===== src/rtl/apb_pkg.sv =====
// Shared APB definitions: bus phase encoding, response codes and counter sizing.
package apb_pkg;

  typedef enum logic [1:0] {
    IDLE   = 2'd0,
    SETUP  = 2'd1,
    ACCESS = 2'd2
  } apb_phase_e;

  localparam logic OKAY  = 1'b0;
  localparam logic ERROR = 1'b1;

  // Bits needed to count 0..n, never less than one.
  function automatic int unsigned cnt_width(input int unsigned n);
    int unsigned w;
    if (n == 32'd0) begin
      w = 32'd1;
    end else begin
      w = $clog2(n + 32'd1);
    end
    return w;
  endfunction

endpackage


===== src/rtl/apb_wait_gen.sv =====
// Access-phase wait-state generator: holds PREADY low for WAIT_CYCLES cycles of
// every access phase, and tracks the APB phase seen at the previous edge.
module apb_wait_gen
  import apb_pkg::*;
#(
  parameter int unsigned WAIT_CYCLES = 0
) (
  input  logic PCLK,
  input  logic PRESETn,
  input  logic PSEL,
  input  logic PENABLE,
  output logic ready
);

  localparam int unsigned CNT_W = cnt_width(WAIT_CYCLES);
  localparam logic [CNT_W-1:0] CNT_LAST = CNT_W'(WAIT_CYCLES);

  apb_phase_e       state_r;
  apb_phase_e       state_s;
  logic [CNT_W-1:0] cnt_r;
  logic             access_s;
  logic             ready_s;

  assign access_s = PSEL & PENABLE;

  // Phase register and wait counter; the counter restarts for every access phase.
  always_ff @(posedge PCLK or negedge PRESETn) begin
    if (!PRESETn) begin
      state_r <= IDLE;
      cnt_r   <= '0;
    end else begin
      state_r <= state_s;
      if (access_s && !ready_s) begin
        cnt_r <= cnt_r + CNT_W'(1);
      end else begin
        cnt_r <= '0;
      end
    end
  end

  always_comb begin
    state_s = state_r;
    case (state_r)
      IDLE: begin
        if (PSEL && !PENABLE) begin
          state_s = SETUP;
        end else begin
          state_s = IDLE;
        end
      end
      SETUP:  state_s = ACCESS;
      ACCESS: begin
        if (!PSEL) begin
          state_s = IDLE;
        end else if (!PENABLE) begin
          state_s = SETUP;
        end else begin
          state_s = ACCESS;
        end
      end
      default: state_s = IDLE;
    endcase
  end

  // Gated by PRESETn so an asserted reset drops ready in the same cycle.
  always_comb begin
    ready_s = 1'b0;
    if (PRESETn && access_s && (cnt_r == CNT_LAST)) begin
      ready_s = 1'b1;
    end else begin
      ready_s = 1'b0;
    end
  end

  assign ready = ready_s;

endmodule


===== src/rtl/apb_mem_slave.sv =====
// Parametrised APB memory slave with wait states, byte strobes and an
// out-of-range error response. Memory contents are not reset.
module apb_mem_slave
  import apb_pkg::*;
#(
  parameter int unsigned DATA_W      = 8,
  parameter int unsigned ADDR_W      = 8,
  parameter int unsigned DEPTH       = 64,
  parameter int unsigned WAIT_CYCLES = 0
) (
  input  logic                  PCLK,
  input  logic                  PRESETn,
  input  logic                  PSEL,
  input  logic                  PENABLE,
  input  logic                  PWRITE,
  input  logic [ADDR_W-1:0]     PADDR,
  input  logic [DATA_W-1:0]     PWDATA,
  input  logic [DATA_W/8-1:0]   PSTRB,
  output logic [DATA_W-1:0]     PRDATA,
  output logic                  PREADY,
  output logic                  PSLVERR
);

  localparam int unsigned STRB_W = DATA_W / 8;
  localparam int unsigned IDX_W  = (DEPTH > 1) ? $clog2(DEPTH) : 1;
  localparam logic [ADDR_W:0] DEPTH_C = (ADDR_W + 1)'(DEPTH);

  logic [DATA_W-1:0] mem_r [DEPTH];
  logic              ready_s;
  logic              in_range_s;
  logic              wr_en_s;
  logic [IDX_W-1:0]  idx_s;
  logic [DATA_W-1:0] rdata_s;

  apb_wait_gen #(
    .WAIT_CYCLES(WAIT_CYCLES)
  ) u_wait_gen (
    .PCLK   (PCLK),
    .PRESETn(PRESETn),
    .PSEL   (PSEL),
    .PENABLE(PENABLE),
    .ready  (ready_s)
  );

  // Full PADDR takes part in the range check, so no address ever aliases.
  assign in_range_s = ({1'b0, PADDR} < DEPTH_C);
  assign idx_s      = PADDR[IDX_W-1:0];
  assign wr_en_s    = ready_s & PWRITE & in_range_s;

  always_ff @(posedge PCLK) begin
    if (wr_en_s) begin
      for (int i = 0; i < STRB_W; i++) begin
        if (PSTRB[i]) begin
          mem_r[idx_s][8*i +: 8] <= PWDATA[8*i +: 8];
        end
      end
    end
  end

  always_comb begin
    rdata_s = '0;
    if (PRESETn && PSEL && PENABLE && !PWRITE && in_range_s) begin
      rdata_s = mem_r[idx_s];
    end else begin
      rdata_s = '0;
    end
  end

  assign PRDATA  = rdata_s;
  assign PREADY  = ready_s;
  assign PSLVERR = (ready_s && !in_range_s) ? ERROR : OKAY;

endmodule


===== config.mk =====
export PLATFORM = sky130hd
export DESIGN_NAME = apb_mem_slave
export DESIGN_NICKNAME = d
export VERILOG_FILES = /design/src/rtl/apb_pkg.sv /design/src/rtl/apb_wait_gen.sv /design/src/rtl/apb_mem_slave.sv
export SDC_FILE = /design/constraint.sdc
export NUM_CORES = 1
export LEC_CHECK = 0
export ABC_AREA = 1
export ABC_CLOCK_PERIOD_IN_PS = 2430
export CAP_MARGIN = 20
export CORE_MARGIN = 3
export CORE_UTILIZATION = 55
export DETAILED_ROUTE_END_ITERATION = 6
export PLACE_DENSITY = 0.71
export SETUP_SLACK_MARGIN = 0.1
export SYNTH_ARGS = -nofsm -noshare
export SYNTH_HDL_FRONTEND = slang
export SYNTH_HIERARCHICAL = 1
export SYNTH_SLANG_ARGS = --single-unit

===== constraint.sdc =====
create_clock -name PCLK -period 2.43 [get_ports PCLK]
set_clock_uncertainty 0.05 [all_clocks]
set_input_delay 0.243 -clock PCLK [delete_from_list [all_inputs] [get_ports PCLK]]
set_output_delay 0.243 -clock PCLK [all_outputs]
set_load 0.01 [all_outputs]

After elaboration in Yosys (flattened, before gate mapping)
Memory sizes are Yosys's and may differ from the RTL's.
Index checks and enable logic that the tools add are counted.
{"block": "classes", "addsub": 1, "n_lt_le_gt_ge": 1, "muxes": 7, "n_bitwise": 4, "reduce_logical": 11}
{"op": "$logic_and A1 B1 Y1", "n": 8}
{"op": "$lt A8 B7 Y1 const B", "n": 1}
{"op": "$mux W8", "n": 1}
{"op": "$mux W1", "n": 6}
{"op": "$and A1 B1 Y1", "n": 3}
{"op": "$logic_not A1 Y1", "n": 3}
{"op": "$add A1 B1 Y1 const B", "n": 1}
{"op": "$not A1 Y1", "n": 1}
{"block": "totals", "regBits": 1, "ramBits": 512, "in_bits": 22, "output_inout_bits": 10, "word_cells": 26, "mem_count": 1}
{"memory": "mem_r", "depth": 64, "word_bits": 8, "read_ports": 1, "rd_clocked_by_memory_dff": 0, "write_ports": 1, "line_no": "apb_mem_slave.sv:28", "source": "logic [DATA_W-1:0] mem_r [DEPTH];"}

Longest topological paths before layout
Gate-level depths: netlist (run 1).
{"block": "depth", "ltp_word": 8, "mapped_depth": 14, "mapped_depth_nobuf": 11}

Hierarchy
The synthesis (run 1) kept the hierarchy.
{"module": "apb_mem_slave", "n_inst": 1, "cells_per_inst": 2158, "area_each_um2": 21931.0, "seq_area_each_um2": 15374.7}
{"module": "apb_wait_gen", "n_inst": 1, "cells_per_inst": 8, "area_each_um2": 51.3, "seq_area_each_um2": 25.0}

Worst setup path after synthesis (run 1)
OpenSTA, ideal clock, no wires.
{"block": "synth_timing", "path_type": "register to register", "startpoint": "reg u_wait_gen.cnt_r", "endpoint": "mem mem_r[14][0], enable pin", "setup_time_ns": 0.371, "t_arrival_ns": 1.823, "t_required_ns": 2.009, "setup_slack_ns": 0.187, "path_stages_with_launch": 8, "n_path_buf": 0, "synth_period_minus_slack_ns": 2.243, "cell_sequence": "dfrtp_1 -> inv_2 -> nand2_1 -> nor2_1 -> nand3_1 -> nor3_2 -> nand4_1 -> nor2_1"}
{"block": "synth_between", "elab_chain_len": 7}
{"item": "start, declared", "line_no": "apb_wait_gen.sv:20", "source": "logic [CNT_W-1:0] cnt_r;"}
{"item": "start signal, assigned", "line_no": "apb_wait_gen.sv:34", "source": "cnt_r <= cnt_r + CNT_W'(1);"}
{"item": "$not A1 Y1", "line_no": "apb_wait_gen.sv:68", "source": "if (PRESETn && access_s && (cnt_r == CNT_LAST)) begin"}
{"item": "$logic_and A1 B1 Y1", "line_no": "apb_wait_gen.sv:68"}
{"item": "$mux W1", "line_no": "apb_wait_gen.sv:68"}
{"item": "named net PREADY", "line_no": "apb_mem_slave.sv:20", "source": "output logic PREADY,"}
{"item": "$and A1 B1 Y1 (2 in a row)", "line_no": "apb_mem_slave.sv:48", "source": "assign wr_en_s = ready_s & PWRITE & in_range_s;"}
{"item": "$mux W1", "line_no": "apb_mem_slave.sv:51", "source": "if (wr_en_s) begin"}
{"item": "$mux W1 (implied by the code)", "line_no": "apb_mem_slave.sv:54", "source": "mem_r[idx_s][8*i +: 8] <= PWDATA[8*i +: 8];"}
{"item": "end, declared", "line_no": "apb_mem_slave.sv:28"}
The timed path passes the listed nets, and every way through them passes these cells.

Worst setup path after layout (run 1)
{"block": "layout_timing", "startpoint": "mem mem_r[26][6]", "endpoint": "out PRDATA[6]"}
{"block": "layout_between", "elab_chain_len": 2}
{"item": "$mem_v2 Z64 W8"}
{"item": "$mux W8", "line_no": "apb_mem_slave.sv:62", "source": "if (PRESETn && PSEL && PENABLE && !PWRITE && in_range_s) begin"}
{"item": "end, declared", "line_no": "apb_mem_slave.sv:19", "source": "output logic [DATA_W-1:0] PRDATA,"}
No other way between the ends.

==> impl_metrics.json, run 1 <==
{
  "ys.warnings.count": 6,
  "vias": 15500,
  "rsz0062_at_grt": "true",
  "drive_gt1_share_pct": 14.6,
  "start_util_pct": 56.2,
  "status": "finished, final reports clean",
  "synthFlopType": "edfxtp_1",
  "numCtsBuffers": 51,
  "critPathMostFrequentCell": "nand2_1",
  "rows": 72,
  "syn_inst": 2166,
  "core_um2": 39100,
  "synth.largest_area_cell": "edfxtp_1",
  "grt_max_degree": 65,
  "crit_cells": 8,
  "drt_iter0_markers": 1339,
  "io_pins": 32,
  "vdd_drop_max_v": 0.000709,
  "syn_area_per_cell_um2": 10.1,
  "max-cap-violations": 0,
  "multiInputGateArea_um2": 6030,
  "yosysTopAreaCellShare_pct": 69.9,
  "hpwlAfterDp_mm": 35.0,
  "arrival_ns": 1.99,
  "cts_sinks": 513,
  "r2r_slack_ns": 0.34,
  "r2r-end": "mem_r[42][0]",
  "final_util_pct": 66.0,
  "seq_area_um2": 15400,
  "placed_cells": 2810,
  "die_x_um": 206,
  "syn_area_um2": 22000,
  "synthArstFlopShare_pct": 0.195,
  "slew_headroom_pct": 48.7,
  "dieArea_um2": 42400,
  "hp-class": "primary input to register",
  "power_density_nw_per_um2": 700,
  "die_h_um": 206,
  "synth-edff-count": 512,
  "fmax_ghz": 0.438,
  "layout.nets": 2368,
  "cp.required_ns": 2.14,
  "final_cells": 2905,
  "diodes": 0,
  "gp_congestion": 0.980,
  "leakage_nw": 10.9,
  "whs_path_depth": 2,
  "layout_commonest_cell": "nand2_1",
  "path_class": "register to primary output",
  "setup_viol": 0,
  "area_growth_pct": 17.4,
  "track_usage_pct": 25.9,
  "globalRouteOverflowTotal": 0,
  "clock_latency_ns": 0.58,
  "via_per_inst": 5.33,
  "n_fill_cell": 2921,
  "ant_nets": 0,
  "syn-num-nets": 2188,
  "cts_htree_levels": 2,
  "min_period_ns": 2.28,
  "power.total_mw": 18.1,
  "firstDrtPassIters": 5,
  "antenna_found_initial": 0,
  "worstSetupEndpointType": "primary output",
  "critical_path.n_buffers_inverters": 1,
  "grt_pass1_vias": 14900,
  "drc_errors": 0,
  "worst_pin_slew_ns": 0.770,
  "hold_violations": 0,
  "path_max_fanout": 1,
  "final_cell_mix": "nand2_1 (1343), edfxtp_1 (512), buf_4 (160)",
  "wl_per_cell_um": 18.5,
  "cts_tree": "built",
  "r2r_cells": 10,
  "drt-total-wl_mm": 53.8,
  "synth_area_leaders": "edfxtp_1 (70%), nand2_1 (24%), nor2_1 (1.6%)",
  "min-delay-start": "PWDATA[1]",
  "seq_area_frac_synth_pct": 70.1,
  "final_max_slew_viol_count": 0,
  "path_cells": "or2_4, o211ai_1, nand2_1, o21ai_2, nand2_1, nor2_2, a21oi_2, buf_2",
  "root_buffer": "clkbuf_16",
  "r2r-start": "u_wait_gen/cnt_r",
  "grt_pass1_wl_mm": 83.0,
  "clk_pin_slew_ns": 0.06,
  "cpMaxStageDelayCell": "edfxtp_1",
  "crit_family": "simple AND/OR/NAND/NOR gates",
  "cts_buffer_depth": 3,
  "fin_crit_sh_pct": 94.0,
  "ys_ff_latch": 513,
  "port_buffers": 31,
  "whs_endpoint": "mem_r[9][1]",
  "crit_path_start_kind": "register",
  "cts_post_setup_buffers_inserted": 0,
  "max_stage_delay_ns": 0.36,
  "yosysUniqueCellTypes": 24,
  "timing.hold.ws_ns": 0.125
}
metal layers:
layer	global-route usage, %	share of wire, %
met1	36.2	42
met5	0	0
met3	3.84	7.6
met2	42.8	48
met4	7.59	2.8
kinds of logic (layout without fill, tap and decap cells):
group	after synthesis	count (layout)	synth area share, %
AOI/OAI and AO/OA	25	25	0.660
buffers and inverters	129	350	3.27
DFF	513	513	70.1
and+or+nand+nor	1499	1499	26.0
stage by stage:
step / setup slack, ns / instance area, um^2 / TNS (ns)
6_report: 0.145 / 25800 / 0
5_1_grt: 0.0278 / 25800 / 0
4_1_cts: 0.0366 / 25700 / 0
3_5_place_dp: -0.210 / 24200 / -1.97
3_3_place_gp: -0.225 / 24200 / -1.53
2_1_floorplan: 0.187 / 22000 / 0
area by class of cell:
class,count,share of cell area [%]
timing repair buffer,227,8.34
multi-input combinational,1524,23.3
inverter,29,0.446
tap,518,2.51
sequential,513,59.7
clock buffer,63,5.12
clock inverter,31,0.591
where the power goes:
group / switching [mW] / total, mW / internal [mW]
clock: 3.21 / 7.06 / 3.85
combinational: 0.861 / 1.28 / 0.418
sequential: 0.000447 / 9.73 / 9.73
state kept, by name, indices dropped and copies added, names as in the netlist:
register and cells:
mem_r 512, u_wait_gen/cnt_r 1
worst max-delay path by stage:
| stage | to | startpoint |
|---|---|---|
| 3_5_place_dp | PRDATA[6] | PADDR[5] |
| 4_1_cts | PRDATA[5] | mem_r[43][5] |
| 5_1_grt | PRDATA[6] | mem_r[26][6] |
| 6_report | PRDATA[6] | mem_r[26][6] |
| 3_3_place_gp | PRDATA[6] | PADDR[5] |
| 2_1_floorplan | mem_r[14][0] | u_wait_gen/cnt_r |
synthesized netlist by cell type, types with 2 or more instances:
master    count
inv_2         2
nand2_1    1377
edfxtp_1    512
buf_6        14
nand4_1       2
nand3_1      11
buf_1         6
or2_2         3
o21ai_0       8
o211ai_1      8
clkbuf_1     15
buf_2        51
inv_1        25
a21oi_1       8
nor2_1       95
buf_4        13
nor3_2        9
timing repair:
action,4_1_cts,5_1_grt
endpoints found under the setup margin,8,9
hold buffers,1,0
pin swaps,4,14
resized for setup,54,37
endpoints found under the hold margin,1,0
No activity file was read; power rests on OpenSTA's default activity.
==> run 2, diff against run 1 <==
--- a/config.mk
+++ b/config.mk
@@ -6,8 +6,7 @@
 export NUM_CORES = 1
 export LEC_CHECK = 0
 export ABC_AREA = 1
-export ABC_CLOCK_PERIOD_IN_PS = 2430
-export CAP_MARGIN = 20
+export CAP_MARGIN = 40
 export CORE_MARGIN = 3
 export CORE_UTILIZATION = 55
 export DETAILED_ROUTE_END_ITERATION = 6
==> results of run 2 <==
Final layout, timing and power as in run 1 (identical DEF).
